===== config.mk =====
export PLATFORM = sky130hd
export DESIGN_NAME = lsu_mem_controller_flat
export DESIGN_NICKNAME = d
export VERILOG_FILES = /design/src/rtl/gpu_mem_pkg.sv /design/src/rtl/lsu_mem_controller_if.sv /design/src/rtl/lsu_arbiter.sv /design/src/rtl/lsu_mem_controller.sv /design/src/flat_wrapper.sv
export SDC_FILE = /design/constraint.sdc
export NUM_CORES = 1
export LEC_CHECK = 0
export BUFFER_PORTS_ARGS = -buffer_cell sky130_fd_sc_hd__buf_2
export CAP_MARGIN = 20
export CORE_ASPECT_RATIO = 0.6
export CORE_UTILIZATION = 48
export CTS_BUF_LIST = sky130_fd_sc_hd__clkbuf_16
export DETAILED_ROUTE_END_ITERATION = 12
export PLACE_DENSITY = 0.93
export SLEW_MARGIN = 20
export SYNTH_ARGS = -nofsm -noshare
export SYNTH_HDL_FRONTEND = slang
export SYNTH_HIERARCHICAL = 1
export SYNTH_SLANG_ARGS = --single-unit

===== constraint.sdc =====
create_clock -name clk -period 3.3 [get_ports clk]
set_clock_uncertainty 0.05 [all_clocks]
set_input_delay 0.99 -clock clk [delete_from_list [all_inputs] [get_ports clk]]
set_output_delay 0.99 -clock clk [all_outputs]
set_load 0.005 [all_outputs]

===== src/rtl/gpu_mem_pkg.sv =====
// gpu_mem_pkg: controller FSM state encoding, default bus widths and index-width helper.
package gpu_mem_pkg;
  typedef enum logic [1:0] {IDLE, READ_WAIT, WRITE_WAIT, RELAY} mem_state_t;
  localparam int DEF_ADDR_BITS = 8;
  localparam int DEF_DATA_BITS = 8;
  function automatic int idx_bits(input int n);
    return (n > 1) ? $clog2(n) : 1;
  endfunction
endpackage


===== src/rtl/lsu_mem_controller_if.sv =====
// lsu_mem_controller_if: per-thread LSU request/response lanes plus the single shared memory channel.
interface lsu_mem_controller_if import gpu_mem_pkg::*; #(
  parameter int NUM_THREADS = 4,
  parameter int ADDR_BITS = DEF_ADDR_BITS,
  parameter int DATA_BITS = DEF_DATA_BITS
);
  logic [NUM_THREADS-1:0] lsu_read_valid;
  logic [NUM_THREADS-1:0][ADDR_BITS-1:0] lsu_read_addr;
  logic [NUM_THREADS-1:0] lsu_write_valid;
  logic [NUM_THREADS-1:0][ADDR_BITS-1:0] lsu_write_addr;
  logic [NUM_THREADS-1:0][DATA_BITS-1:0] lsu_write_data;
  logic [NUM_THREADS-1:0] lsu_ready;
  logic [NUM_THREADS-1:0][DATA_BITS-1:0] lsu_read_data;
  logic mem_read_valid;
  logic [ADDR_BITS-1:0] mem_read_addr;
  logic mem_read_ready;
  logic [DATA_BITS-1:0] mem_read_data;
  logic mem_write_valid;
  logic [ADDR_BITS-1:0] mem_write_addr;
  logic [DATA_BITS-1:0] mem_write_data;
  logic mem_write_ready;
  modport master (
    input lsu_read_valid, lsu_read_addr, lsu_write_valid, lsu_write_addr, lsu_write_data,
    input mem_read_ready, mem_read_data, mem_write_ready,
    output lsu_ready, lsu_read_data,
    output mem_read_valid, mem_read_addr, mem_write_valid, mem_write_addr, mem_write_data
  );
  modport slave (
    output lsu_read_valid, lsu_read_addr, lsu_write_valid, lsu_write_addr, lsu_write_data,
    output mem_read_ready, mem_read_data, mem_write_ready,
    input lsu_ready, lsu_read_data,
    input mem_read_valid, mem_read_addr, mem_write_valid, mem_write_addr, mem_write_data
  );
endinterface


===== src/rtl/lsu_arbiter.sv =====
// lsu_arbiter: grants the first requester found searching upward from ptr (wrapping);
// with ptr held at 0 this is plain lowest-index priority.
module lsu_arbiter import gpu_mem_pkg::*; #(
  parameter int NUM_THREADS = 4,
  parameter int IDX_W = idx_bits(NUM_THREADS)
) (
  input  logic [NUM_THREADS-1:0] req,
  input  logic [IDX_W-1:0]       ptr,
  output logic [NUM_THREADS-1:0] grant,
  output logic [IDX_W-1:0]       idx,
  output logic                   any
);
  assign any = |req;
  // Walk from the farthest offset down so the nearest requester to ptr is written last.
  always_comb begin
    logic [IDX_W-1:0] j;
    grant = '0;
    idx = '0;
    j = '0;
    for (int k = NUM_THREADS - 1; k >= 0; k--) begin
      j = IDX_W'((int'(ptr) + k) % NUM_THREADS);
      if (req[j]) begin
        grant = '0;
        grant[j] = 1'b1;
        idx = j;
      end
    end
  end
endmodule


===== src/rtl/lsu_mem_controller.sv =====
// lsu_mem_controller: serves one LSU thread at a time on a single memory read/write channel.
// Define LSU_MEM_RR_ARB_EN for round-robin grant; default build uses fixed lowest-index priority.
module lsu_mem_controller import gpu_mem_pkg::*; #(
  parameter int NUM_THREADS = 4,
  parameter int ADDR_BITS = DEF_ADDR_BITS,
  parameter int DATA_BITS = DEF_DATA_BITS
) (
  input logic clk,
  input logic reset,
  lsu_mem_controller_if.master bus
);
  localparam int IDX_W = idx_bits(NUM_THREADS);
  mem_state_t state, state_d;
  logic [IDX_W-1:0] id, id_d, ptr, gidx;
  logic [NUM_THREADS-1:0] ready, ready_d, req, grant;
  logic [NUM_THREADS-1:0][DATA_BITS-1:0] rdata, rdata_d;
  logic rd_v, rd_v_d, wr_v, wr_v_d, any, done, is_read;
  logic [ADDR_BITS-1:0] rd_a, rd_a_d, wr_a, wr_a_d;
  logic [DATA_BITS-1:0] wr_d, wr_d_d;
  assign req = (bus.lsu_read_valid | bus.lsu_write_valid) & ~ready;
  assign is_read = |(bus.lsu_read_valid & grant);
  assign done = !bus.lsu_read_valid[id] && !bus.lsu_write_valid[id];
  lsu_arbiter #(.NUM_THREADS(NUM_THREADS), .IDX_W(IDX_W)) u_arb (
    .req(req), .ptr(ptr), .grant(grant), .idx(gidx), .any(any)
  );
`ifdef LSU_MEM_RR_ARB_EN
  always_ff @(posedge clk or negedge reset)
    if (!reset) ptr <= '0;
    else if (state == RELAY && done) ptr <= (id == IDX_W'(NUM_THREADS - 1)) ? '0 : id + 1'b1;
`else
  assign ptr = '0;
`endif
  always_comb begin
    state_d = state;
    id_d = id;
    ready_d = ready;
    rdata_d = rdata;
    rd_v_d = rd_v;
    rd_a_d = rd_a;
    wr_v_d = wr_v;
    wr_a_d = wr_a;
    wr_d_d = wr_d;
    case (state)
      IDLE: if (any) begin
        id_d = gidx;
        state_d = is_read ? READ_WAIT : WRITE_WAIT;
        rd_v_d = is_read;
        wr_v_d = !is_read;
        rd_a_d = is_read ? bus.lsu_read_addr[gidx] : rd_a;
        wr_a_d = is_read ? wr_a : bus.lsu_write_addr[gidx];
        wr_d_d = is_read ? wr_d : bus.lsu_write_data[gidx];
      end
      READ_WAIT: if (bus.mem_read_ready) begin
        rdata_d[id] = bus.mem_read_data;
        ready_d[id] = 1'b1;
        rd_v_d = 1'b0;
        state_d = RELAY;
      end
      WRITE_WAIT: if (bus.mem_write_ready) begin
        ready_d[id] = 1'b1;
        wr_v_d = 1'b0;
        state_d = RELAY;
      end
      RELAY: if (done) begin
        ready_d = '0;
        state_d = IDLE;
      end
      default: state_d = IDLE;
    endcase
  end
  always_ff @(posedge clk or negedge reset)
    if (!reset) begin
      state <= IDLE;
      id <= '0;
      ready <= '0;
      rdata <= '0;
      rd_v <= 1'b0;
      rd_a <= '0;
      wr_v <= 1'b0;
      wr_a <= '0;
      wr_d <= '0;
    end else begin
      state <= state_d;
      id <= id_d;
      ready <= ready_d;
      rdata <= rdata_d;
      rd_v <= rd_v_d;
      rd_a <= rd_a_d;
      wr_v <= wr_v_d;
      wr_a <= wr_a_d;
      wr_d <= wr_d_d;
    end
  assign bus.lsu_ready = ready;
  assign bus.lsu_read_data = rdata;
  assign bus.mem_read_valid = rd_v;
  assign bus.mem_read_addr = rd_a;
  assign bus.mem_write_valid = wr_v;
  assign bus.mem_write_addr = wr_a;
  assign bus.mem_write_data = wr_d;
endmodule


===== src/flat_wrapper.sv =====
// flat-port wrapper written by rule: the top's interface ports become plain ports
module lsu_mem_controller_flat import gpu_mem_pkg::*;
#(
  parameter int NUM_THREADS = 4,
  parameter int ADDR_BITS = DEF_ADDR_BITS,
  parameter int DATA_BITS = DEF_DATA_BITS
)
  (clk, reset, bus_lsu_read_valid, bus_lsu_read_addr, bus_lsu_write_valid, bus_lsu_write_addr, bus_lsu_write_data, bus_mem_read_ready, bus_mem_read_data, bus_mem_write_ready, bus_lsu_ready, bus_lsu_read_data, bus_mem_read_valid, bus_mem_read_addr, bus_mem_write_valid, bus_mem_write_addr, bus_mem_write_data);
  lsu_mem_controller_if #(.NUM_THREADS(NUM_THREADS), .ADDR_BITS(ADDR_BITS), .DATA_BITS(DATA_BITS)) bus_i ();
  input logic clk;
  input logic reset;
  input wire logic [$bits(bus_i.lsu_read_valid)-1:0] bus_lsu_read_valid;
  input wire logic [$bits(bus_i.lsu_read_addr)-1:0] bus_lsu_read_addr;
  input wire logic [$bits(bus_i.lsu_write_valid)-1:0] bus_lsu_write_valid;
  input wire logic [$bits(bus_i.lsu_write_addr)-1:0] bus_lsu_write_addr;
  input wire logic [$bits(bus_i.lsu_write_data)-1:0] bus_lsu_write_data;
  input wire logic [$bits(bus_i.mem_read_ready)-1:0] bus_mem_read_ready;
  input wire logic [$bits(bus_i.mem_read_data)-1:0] bus_mem_read_data;
  input wire logic [$bits(bus_i.mem_write_ready)-1:0] bus_mem_write_ready;
  output wire logic [$bits(bus_i.lsu_ready)-1:0] bus_lsu_ready;
  output wire logic [$bits(bus_i.lsu_read_data)-1:0] bus_lsu_read_data;
  output wire logic [$bits(bus_i.mem_read_valid)-1:0] bus_mem_read_valid;
  output wire logic [$bits(bus_i.mem_read_addr)-1:0] bus_mem_read_addr;
  output wire logic [$bits(bus_i.mem_write_valid)-1:0] bus_mem_write_valid;
  output wire logic [$bits(bus_i.mem_write_addr)-1:0] bus_mem_write_addr;
  output wire logic [$bits(bus_i.mem_write_data)-1:0] bus_mem_write_data;
  assign bus_i.lsu_read_valid = bus_lsu_read_valid;
  assign bus_i.lsu_read_addr = bus_lsu_read_addr;
  assign bus_i.lsu_write_valid = bus_lsu_write_valid;
  assign bus_i.lsu_write_addr = bus_lsu_write_addr;
  assign bus_i.lsu_write_data = bus_lsu_write_data;
  assign bus_i.mem_read_ready = bus_mem_read_ready;
  assign bus_i.mem_read_data = bus_mem_read_data;
  assign bus_i.mem_write_ready = bus_mem_write_ready;
  assign bus_lsu_ready = bus_i.lsu_ready;
  assign bus_lsu_read_data = bus_i.lsu_read_data;
  assign bus_mem_read_valid = bus_i.mem_read_valid;
  assign bus_mem_read_addr = bus_i.mem_read_addr;
  assign bus_mem_write_valid = bus_i.mem_write_valid;
  assign bus_mem_write_addr = bus_i.mem_write_addr;
  assign bus_mem_write_data = bus_i.mem_write_data;
  lsu_mem_controller #(.NUM_THREADS(NUM_THREADS), .ADDR_BITS(ADDR_BITS), .DATA_BITS(DATA_BITS)) u_core (.clk(clk), .reset(reset), .bus(bus_i));
endmodule

* Word level (Yosys, flattened, before mapping)
Cells that the tools add are included.
Cells by class: magnitude comparators 3, equality and inequality tests 7, muxes and demuxes 39, bitwise operators 6, reduce and logical (&&, ||, !) cells 19
Operators by type and width (number):
- binary-select mux 8 bit (select 2 bit) | 3
- bitwise mux 32 bit | 1
- 2-to-1 mux 8 bit | 4
- 2-to-1 mux 4 bit | 7
- 2-to-1 mux 2 bit | 9
- demux 8 bit (select 2 bit) | 1
- case mux 4 bit (3 select lines) | 1
- AND reduction 3 bit | 4
- AND 4 bit | 2
- bitwise OR 4 bit | 2
- case mux 2 bit (4 select lines) | 1
- AND reduction 4 bit | 2
- OR reduction 4 bit | 2
- 2-to-1 mux 1 bit | 7
- less-than comparator 2 x 3 -> 1 bit (second input constant) | 2
- binary-select mux 1 bit (select 2 bit) | 2
- equality test 2 bit (second input constant) | 2
- inequality test 2 x 1 -> 1 bit (second input constant) | 2
- inequality test 2 bit (second input constant) | 2
- NOT 4 bit | 1
- case mux 1 bit (2 select lines) | 2
- AND reduction 2 bit | 2
- nonzero test 2 bit | 2
- zero test 1 bit | 3
- 7 further kinds | 8
Storage, ports and cells: register bits after elaboration 66, bits of input ports 116, output and inout port bits 62, word-level logic and storage cells 86

* Depth between registers and ports, before layout
Gate-level depths: netlist of the first run.
depth after elaboration 11, mapped depth 13, gate-level depth less buffers 10

* Modules after synthesis
Netlist of the first run, hierarchy kept.
Modules (own cells, without submodules):
- lsu_mem_controller | instances 1, cells an instance 221, area each 3373.2 um^2, seq. area each 1651.6 um^2
- lsu_arbiter | instances 1, cells an instance 67, area each 530.5 um^2, seq. area each 0.0 um^2

* Worst setup path before layout of the first run
Ideal clock, no wire load.
kind input -> register, from in bus_lsu_read_valid[0], to reg u_core.wr_a[3] (netlist: u_core/bus.mem_write_addr[3]), library setup time 0.125 ns, arrival time 3.530 ns, data required time 3.125 ns, setup slack -0.405 ns, cell stages on the path 10, path buffers 3, cells stage by stage nor2_1 > nor2_1 > clkbuf_2 > mux4_2 > a311o_1 > o32ai_1 > buf_4 > buf_6 > mux4_2 > mux2_4
Between the ends: elaborated cells on any way between the ends 11, classes of those cells mux: 4; bitwise: 4; reduce/logical: 3
RTL lines:
- start: declaration | RTL line flat_wrapper.sv:12 | input wire logic [$bits(bus_i.lsu_read_valid)-1:0] bus_lsu_read_valid;
- bitwise OR 4 bit | RTL line lsu_mem_controller.sv:20 | assign req = (bus.lsu_read_valid | bus.lsu_write_valid) & ~ready;
- AND 4 bit | RTL line lsu_mem_controller.sv:20
- net u_core.req[0] | RTL line lsu_mem_controller.sv:15 | logic [NUM_THREADS-1:0] ready, ready_d, req, grant;
- 2-to-1 mux 2 bit | RTL line lsu_arbiter.sv:22 | if (req[j]) begin
- net u_core.gidx[0] | RTL line lsu_mem_controller.sv:14 | logic [IDX_W-1:0] id, id_d, ptr, gidx;
- binary-select mux 8 bit (select 2 bit) | RTL line lsu_mem_controller.sv:50 | wr_a_d = is_read ? wr_a : bus.lsu_write_addr[gidx];
- 2-to-1 mux 8 bit (not written as such) | RTL line lsu_mem_controller.sv:50
- end signal: assignment | RTL line lsu_mem_controller.sv:90 | wr_a <= wr_a_d;
- end: declaration | RTL line lsu_mem_controller.sv:18 | logic [ADDR_BITS-1:0] rd_a, rd_a_d, wr_a, wr_a_d;
The timed path passes the listed nets, and every way through them passes these cells. The select of a mux whose other input is x is not followed. A chain may end at the register's enable or synchronous reset.

* Worst setup path in the final report of the first run
from in bus_lsu_read_valid[0], to reg u_core.wr_d[7] (netlist: u_core/bus.mem_write_data[7])
Between the ends: elaborated cells on any way between the ends 11, classes of those cells mux: 4; bitwise: 4; reduce/logical: 3
RTL lines:
- bitwise OR 4 bit | RTL line lsu_mem_controller.sv:20
- AND 4 bit | RTL line lsu_mem_controller.sv:20
- net u_core.req[0] | RTL line lsu_mem_controller.sv:15
- 2-to-1 mux 2 bit | RTL line lsu_arbiter.sv:22
- net u_core.gidx[0] | RTL line lsu_mem_controller.sv:14
- binary-select mux 8 bit (select 2 bit) | RTL line lsu_mem_controller.sv:51 | wr_d_d = is_read ? wr_d : bus.lsu_write_data[gidx];
- 2-to-1 mux 8 bit (not written as such) | RTL line lsu_mem_controller.sv:51
- end signal: assignment | RTL line lsu_mem_controller.sv:91 | wr_d <= wr_d_d;
- end: declaration | RTL line lsu_mem_controller.sv:19 | logic [DATA_BITS-1:0] wr_d, wr_d_d;
The timed path passes the listed nets, and every way through them passes these cells. The select of a mux whose other input is x is not followed.

==> results of run 1 <==
cells in the mapped netlist (all sizes together) (2+ instances only):
cell / count / area share
o21ai: 5 / 0.0064
dfrtp: 66 / 0.42
mux2: 61 / 0.19
o211ai: 5 / 0.0096
a221oi: 3 / 0.0067
nand3b: 2 / 0.0038
mux2i: 3 / 0.0077
clkbuf: 3 / 0.0032
a22oi: 3 / 0.0058
and2b: 3 / 0.0067
inv: 8 / 0.0077
a21oi: 14 / 0.019
ha: 12 / 0.038
mux4: 27 / 0.16
nor2: 19 / 0.018
nor3: 4 / 0.0051
or3b: 2 / 0.0045
nand3: 3 / 0.0038
nor4: 3 / 0.0048
buf: 14 / 0.029
nor2b: 4 / 0.0064
nand2: 6 / 0.0058
nand4: 3 / 0.0087
nor4b: 2 / 0.0045
stage by stage:
stage | cell area [µm²] | total power (µW)
3_5_place_dp | 5060 | 3950
2_1_floorplan | 3960 | 3080
6_report | 5490 | 5120
3_3_place_gp | 5060 | 3830
4_1_cts | 5390 | 5000
5_1_grt | 5490 | 5410
final cells by class:
| type | count | area [µm²] | area share |
|---|---|---|---|
| multi-input combinational | 206 | 2200 | 0.400 |
| sequential | 66 | 1650 | 0.301 |
| timing repair buffer | 203 | 1150 | 0.210 |
| clock buffer | 9 | 225 | 0.0410 |
| tap | 108 | 135 | 0.0246 |
| clock inverter | 7 | 100 | 0.0182 |
| inverter | 8 | 30.0 | 0.00547 |
final timing paths:
kind,to,slack [ns],cells past startpoint
worst max-delay path,u_core/bus.mem_write_data[7]$_DFFE_PN0P_,0.005,10
worst min-delay path,u_core/bus.lsu_read_data[11]$_DFFE_PN0P_,0.45,1
worst max register to register,u_core/bus.mem_write_data[7]$_DFFE_PN0P_,0.46,8
worst min register to register,u_core/bus.lsu_read_data[11]$_DFFE_PN0P_,0.45,1
max in group asynchronous,u_core/bus.lsu_ready[1]$_DFFE_PN0P_,1.88,2
min in group asynchronous,u_core/bus.lsu_read_data[30]$_DFFE_PN0P_,0.78,2
power by group through the flow:
stage | Combinational (µW) | Sequential [µW] | Clock [µW]
5_1_grt | 2820 | 1520 | 1070
3_3_place_gp | 2380 | 1440 | 0
6_report | 2630 | 1470 | 1020
4_1_cts | 2480 | 1470 | 1040
3_5_place_dp | 2470 | 1480 | 0
2_1_floorplan | 1620 | 1460 | 0
layer usage:
layer  up-vias  wire length [µm]  global-route usage
li1       1503                 -                   -
met1      1626              4310               0.312
met2       196              5620               0.455
met3        18              1080              0.0732
met4         0               168              0.0886
met5         -                 0                   0
cell families (layout without fill, tap and decap cells):
family,count (synthesis),in the layout,share of synthesized area
AOI/OAI and AO/OA,36,36,0.0622
adders and majority gates,12,12,0.0385
buffers and inverters,25,227,0.0401
DFF,66,66,0.423
muxes,91,91,0.350
other,1,10,0.000961
and+or+nand+nor,57,57,0.0853
registers in the layout, indices dropped and copies added, names as in the netlist:
signal / flops
u_core/bus.mem_read_addr: 8
u_core/state: 2
u_core/bus.mem_write_data: 8
u_core/bus.mem_write_valid: 1
u_core/bus.mem_read_valid: 1
u_core/bus.mem_write_addr: 8
u_core/bus.lsu_read_data: 32
u_core/bus.lsu_ready: 4
u_core/id: 2
what timing repair did:
| item | 4_1_cts | 5_1_grt |
|---|---|---|
| gates resized for setup | 0 | 15 |
| setup buffers | 0 | 3 |
| setup endpoints to repair | 0 | 24 |
worst max-delay path, cell delays in order:
cell and delay [ns]:
buf_8 0.10, nor2_4 0.11, nor2_4 0.05, mux4_2 0.51, a311o_1 0.33, o32ai_4 0.24, buf_4 0.18, clkbuf_16 0.16
mux4_2 0.50, mux2_4 0.28
==> impl_metrics.toml, run 1 <==
[critical_path]
required_ns = 3.46
endpoint_kind = "register"
cp_max_fo = 8
rr_startpoint = "u_core/bus.lsu_ready[0]$_DFFE_PN0P_"
critPathKind = "in -> reg"
critPathArrivalTime_ns = 3.45
crit_path_start_kind = "input port"
startpoint = "bus_lsu_read_valid[0]"

[detailed_routing]
ant_nets = 0
first_pass_iters = 4
wirelength_um = 11200
wl_per_cell_um = 18.4
vias = 3343
drt_iter0_markers = 198
drc = 0
via_per_inst = 5.51

[timing]
slew_violations = 0
min_period_ns = 3.29
tightest_slew_ns = 0.849
post-route-period-util = 0.998
hold_violations = 0
fin_ws_ns = 0.00521
finalSetupTns_ns = 0
hold-worst-slack_ns = 0.450
slew_headroom = 0.432
setup_viol = 0
timing.fmax_mhz = 304
rsz0062_at_grt = "true"

[power]
switching_share = 0.340
p_comb_frac = 0.513
powerDensity_nw_per_um2 = 932
p_int_uw = 3380
leakage_uw = 0.00267
switching_power_uw = 1740
vdd_ir_drop_max_v = 0.000416
p_seq_frac = 0.288
p_clk_frac = 0.199

[placed_design]
globalplace.congestion = 1.05
portBuffers = 177
dp_hpwl_um = 8670
dp.cells = 587
place_ws_ns = -0.331

[layout]
fillCellCount = 587
finalNetCount = 622
layout_common_cells = "buf_2, dfrtp_1, mux2_2"
postLayoutCoreUtil = 0.697
diodes = 0
instances_no_fill = 607
layout_commonest_cell = "buf_2"
area_growth_pct = 40.7
drive_gt1_frac = 0.647

[clock_network]
clock_sinks = 66
clkLatencyLatePin_ns = 0.32
clk_pin_slew_worst_paths_ns = 0.06
cts_buffers = 9
cts_buffer_depth = 2
cts_root_buf = "clkbuf_16"
hold_buffers = 0
cts_tree = "yes"
cts.htree.levels = 3

[synthesis]
synthCells = 288
synth.avg_cell_area_um2 = 13.6
seq_area_frac_synth = 0.423
synthFlopType = "dfrtp_1"
async_reset_ff_frac = 1.00
ys_ff_latch = 66
ys_types = 45
synth-edff-count = 0
yosys_warnings = 6
synth_area_um2 = 3900

[min_path]
hp-class = "reg -> reg"
hp-start = "u_core/bus.lsu_read_data[11]$_DFFE_PN0P_"

[global_routing]
grt_usage = 0.259
overflow = 0
antenna_found_initial = 0
grt_first_pass_wirelength_um = 16800
grt_start_max_net_pins = 67
grt_pass1_vias = 3297

[status]
status = "finished, final reports clean"

[floorplan]
die_area_um2 = 8510
core_area_um2 = 7880
rows = 25
io_pins = 178
initial_utilization = 0.495
die_x_um = 118
fp.dieH_um = 71.9

[flow_run]
cap_violations = 0
Power figures use the tool's default switching activity.
==> inputs of run 2 (changes only) <==
CORE_MARGIN = 2   (was not set)
==> run 2 against run 1 <==
The run now ends with negative setup slack left. Largest power group unchanged. Die area rose by 4.5%. Global-route usage fell by 2.5 points. Design area fell by 0.59%. Flip-flop and latch count did not move. Fmax fell by 0.37%. Highest routed layer unchanged. Sequential power barely moved. Via count fell by 3.0%. Register-to-register slack improved by 0.05 ns. Routed wire length fell by 6.3%. Setup slack got worse by 0.012 ns.
==> impl_metrics.toml, run 2 (synthesized netlist as in run 1, its figures left out) <==
[critical_path]
path_cells = "buf_2, nor2_4, nor2_1, mux4_2, a311o_1, o32ai_4, buf_4, clkbuf_16, mux4_2, mux2_2"
critPathTopFamily = "multiplexers"
critPathBufInv = 3
crit_slowest_cell = "mux4_2"
startpoint = "bus_lsu_read_valid[0]"
cp_common_cell = "mux4_2"
critPathKind = "in -> reg"
cpPeakStageDelay_ns = 0.50
cp_max_fo = 7
reg2reg_depth = 8
crit_path_start_kind = "input port"
endpoint_kind = "register"
r2r-end = "u_core/bus.mem_write_data[4]$_DFFE_PN0P_"
critPathCapture = "u_core/bus.mem_write_data[4]$_DFFE_PN0P_"
cp_num_cells = 10
reg2reg_slack_ns = 0.51
critPathArrivalTime_ns = 3.46
required_ns = 3.45
rr_startpoint = "u_core/bus.lsu_ready[0]$_DFFE_PN0P_"

[layout]
area_growth_pct = 39.9
layout_commonest_cell = "buf_2"
regArea_um2 = 1650
fillCellCount = 584
postLayoutCoreUtil = 0.693
diodes = 0
largest_register_ffs = 32
multi_input_area_um2 = 2180
drive_gt1_frac = 0.647
finalNetCount = 621
layout_common_cells = "buf_2, dfrtp_1, mux2_2"

[timing]
setup_viol = 4
fin_ws_ns = -0.00718
slew_headroom = 0.489
timing.fmax_mhz = 302
rsz0062_at_grt = "true"
hold_violations = 0
post-route-period-util = 1.00
hold-worst-slack_ns = 0.453
slew_violations = 0
tightest_slew_ns = 0.766
min_period_ns = 3.31

[detailed_routing]
ant_nets = 0
drc = 0
wirelength_um = 10500
drt_iter0_markers = 223
wl_per_cell_um = 17.3
vias = 3243
first_pass_iters = 4
via_per_inst = 5.35

[status]
status = "finished, violations left"
violations = "negative setup slack"

[power]
vdd_ir_drop_max_v = 0.000441
leakage_uw = 0.00266
powerDensity_nw_per_um2 = 929

[clock_network]
clk_pin_slew_worst_paths_ns = 0.06
clkLatencyLatePin_ns = 0.32
cts_root_buf = "clkbuf_16"
cts_buffer_depth = 2
cts_tree = "yes"
clock_sinks = 66
cts.htree.levels = 3
cts_buffers = 9

[global_routing]
grt_first_pass_wirelength_um = 16200
grt_pass1_vias = 3317
grt_start_max_net_pins = 36
grt_usage = 0.234
overflow = 0
antenna_found_initial = 0

[flow_run]
cap_violations = 0

[floorplan]
die_x_um = 120
die_area_um2 = 8890
core_area_um2 = 7880
fp.dieH_um = 73.9
io_pins = 178
rows = 25
initial_utilization = 0.495

[placed_design]
dp_hpwl_um = 8250
place_ws_ns = -0.377
portBuffers = 177
globalplace.congestion = 0.926

[min_path]
hp-class = "reg -> reg"
[run 2: cell types whose count changed in the layout (fill, tap and decap cells not counted), sizes merged]
cell | before | now
buf | 202 | 201
clkinv | 3 | 4
inv | 10 | 9
[run 2: worst min-delay path by stage]
stage,to,slack [ns],cells after the start,startpoint
2_1_floorplan,u_core/bus.mem_write_valid$_DFFE_PN0P_,0.45,1,u_core/bus.mem_write_valid$_DFFE_PN0P_
3_3_place_gp,u_core/bus.lsu_read_data[9]$_DFFE_PN0P_,0.43,1,u_core/bus.lsu_read_data[9]$_DFFE_PN0P_
3_5_place_dp,u_core/bus.lsu_read_data[23]$_DFFE_PN0P_,0.44,1,u_core/bus.lsu_read_data[23]$_DFFE_PN0P_
4_1_cts,u_core/bus.lsu_read_data[1]$_DFFE_PN0P_,0.45,1,u_core/bus.lsu_read_data[1]$_DFFE_PN0P_
5_1_grt,u_core/bus.lsu_read_data[2]$_DFFE_PN0P_,0.46,1,u_core/bus.lsu_read_data[2]$_DFFE_PN0P_
6_report,u_core/bus.mem_write_data[6]$_DFFE_PN0P_,0.45,1,u_core/bus.mem_write_data[6]$_DFFE_PN0P_
[run 2: routing by layer]
metal	share of wire	GRT usage	vias up
li1	-	-	1506
met1	0.42	0.295	1570
met2	0.50	0.421	161
met3	0.073	0.0497	6
met4	0.0076	0.0568	0
met5	0	0	-
[run 2: timing repair]
item,4_1_cts,5_1_grt
pin swaps,0,4
buffers inserted,0,3
cloned,0,1
endpoints found under the setup margin,8,23
gates resized for setup,3,2
hold buffers,0,0
[run 2: worst register-to-register path, delay by kind of cell, from the launching register on]
family                 cells  cell delay, ns
AOI/OAI and AO/OA          2            0.59
and+or+nand+nor            1            0.08
muxes                      3            1.24
buffers and inverters      2            0.33
DFF                        1            0.39
[run 2: through the flow]
step / area (µm²) / instances / power [µW] / setup TNS, ns
2_1_floorplan: 3960 / 297 / 3080 / -5.89
3_3_place_gp: 5080 / 587 / 3860 / -5.68
3_5_place_dp: 5080 / 587 / 3980 / -8.21
4_1_cts: 5420 / 603 / 5040 / 0
5_1_grt: 5460 / 606 / 5410 / -1.31
6_report: 5460 / 606 / 5070 / -0.0152
[run 2: area by class of cell]
type                    count  share of cell area
flip-flops and latches     66               0.302
repair buffers            202               0.207
well taps                 108              0.0247
inverters                   8             0.00550
clock inverters             7              0.0188
multi-input cells         206               0.400
clock buffers               9              0.0412
[run 2: where the power goes]
| part | total, µW | leakage, µW | internal [µW] | switching (µW) |
|---|---|---|---|---|
| clock | 1030 | 0.000161 | 669 | 363 |
| sequential | 1480 | 0.000793 | 1220 | 259 |
| combinational | 2560 | 0.00171 | 1480 | 1080 |
| total | 5070 | 0.00266 | 3370 | 1700 |
==> inputs of run 3 (changes only) <==
CAP_MARGIN = not set   (was 20)
PLACE_DENSITY = 0.81   (was 0.93)
clock period = 3.6 ns   (was 3.3 ns; I/O delays follow)
==> run 3 against run 2 <==
Sequential share of layout area rose by 0.74 points. The run now ends clean. Largest cell class unchanged. First-iteration DRC count shrank 2.2%. Combinational power fell by 11%. Clock-buffer cell count is the same. Setup slack better by 0.26 ns. Flip-flop and latch count did not move. Critical endpoint is now u_core/bus.mem_read_addr[6]$_DFFE_PN0P_.
==> impl_metrics.toml, run 3 (synthesized netlist as in run 1, its figures left out) <==
[status]
status = "finished, final reports clean"

[critical_path]
critPathBufInv = 2
required_ns = 3.76
critPathArrivalTime_ns = 3.51
path_cells = "buf_2, nor2_4, nor2_1, mux4_2, a311o_1, o32ai_4, buf_4, mux4_2, mux2_2"
reg2reg_slack_ns = 0.82
cp_common_cell = "mux4_2"
endpoint_kind = "register"
rr_startpoint = "u_core/bus.lsu_ready[0]$_DFFE_PN0P_"
critPathKind = "in -> reg"
startpoint = "bus_lsu_read_valid[0]"
crit_path_start_kind = "input port"
crit_slowest_cell = "mux4_2"
critPathTopFamily = "multiplexers"
cpPeakStageDelay_ns = 0.54
cp_max_fo = 8

[global_routing]
grt_usage = 0.239
grt_first_pass_wirelength_um = 16100
grt_pass1_vias = 3291
grt_start_max_net_pins = 67
overflow = 0
antenna_found_initial = 0

[floorplan]
fp.dieH_um = 73.9
io_pins = 178
rows = 25
die_area_um2 = 8890
die_x_um = 120
initial_utilization = 0.495
core_area_um2 = 7880

[placed_design]
portBuffers = 177
globalplace.congestion = 0.911
dp_hpwl_um = 8380

[power]
fin_total_pwr_uw = 4440
powerDensity_nw_per_um2 = 833
leakage_uw = 0.00260
vdd_ir_drop_max_v = 0.000315

[detailed_routing]
first_pass_iters = 4
wl_per_cell_um = 17.6
drt_iter0_markers = 218
wirelength_um = 10600
drc = 0
vias = 3259
via_per_inst = 5.43
ant_nets = 0

[clock_network]
clock_sinks = 66
clkLatencyLatePin_ns = 0.32
clk_pin_slew_worst_paths_ns = 0.06
cts_root_buf = "clkbuf_16"
cts_buffer_depth = 2
cts_tree = "yes"
cts_buffers = 9
cts_resized = 0
cts_setup_buffers = 0
hold_buffers = 0
cts.htree.levels = 3

[min_path]
hp-start = "u_core/bus.lsu_read_data[1]$_DFFE_PN0P_"
hp-class = "reg -> reg"

[timing]
post-route-period-util = 0.929
hold-worst-slack_ns = 0.452
min_period_ns = 3.35
slew_headroom = 0.441
tightest_slew_ns = 0.839
finalSetupTns_ns = 0
setup_viol = 0
rsz0062_at_grt = "false"
hold_violations = 0
slew_violations = 0
timing.fmax_mhz = 299

[flow_run]
cap_violations = 0

[layout]
drive_gt1_frac = 0.636
layout_common_cells = "buf_2, dfrtp_1, mux2_2"
postLayoutCoreUtil = 0.676
diodes = 0
finalNetCount = 615
layout_commonest_cell = "buf_2"
area_growth_pct = 36.5
largest_register_ffs = 32
==> run 3: cell types whose count changed in the layout (fill, tap and decap cells not counted), sizes merged <==
cell,delta
buf,-5
bufinv,-2
clkinvlp,+2
clkbuf,-1
clkinv,-1
inv,+1
==> run 3: final cells by class <==
cell class                 instances  area (µm²)
clock buffer                       9         225
clock inverter                     7        51.3
fill                             611        2550
inverter                           8        30.0
multi-input combinational        206        2170
sequential                        66        1650
tap                              108         135
timing repair buffer             196        1070
==> run 3: worst paths after layout <==
path | depth (start not counted) | end
max reg2reg | 7 | u_core/bus.mem_read_addr[6]$_DFFE_PN0P_
min in group asynchronous | 2 | u_core/bus.lsu_read_data[8]$_DFFE_PN0P_
min reg2reg | 1 | u_core/bus.lsu_read_data[1]$_DFFE_PN0P_
max in group asynchronous | 2 | u_core/bus.lsu_ready[2]$_DFFE_PN0P_
min | 1 | u_core/bus.lsu_read_data[1]$_DFFE_PN0P_
max | 9 | u_core/bus.mem_read_addr[6]$_DFFE_PN0P_
==> run 3: layer usage <==
| metal | vias to the layer above | GRT usage | routed length [µm] |
|---|---|---|---|
| li1 | 1489 | - | - |
| met1 | 1588 | 0.292 | 4360 |
| met2 | 166 | 0.421 | 5210 |
| met3 | 16 | 0.0598 | 852 |
| met4 | 0 | 0.0840 | 159 |
| met5 | - | 0 | 0 |
==> run 3: metrics by stage <==
stage	instance area [µm²]	worst slack, ns	std cells
after global placement	5050	-0.00229	584
after global routing	5330	0.174	600
final	5330	0.255	600
after detailed placement	5050	-0.0730	584
after floorplan	3960	-0.0777	297
after CTS	5330	0.278	600
==> run 3: report_power, final <==
| group | switching (µW) | leakage [µW] | internal [µW] |
|---|---|---|---|
| Combinational | 989 | 0.00167 | 1300 |
| Sequential | 235 | 0.000793 | 1120 |
| Clock | 331 | 0.000132 | 469 |
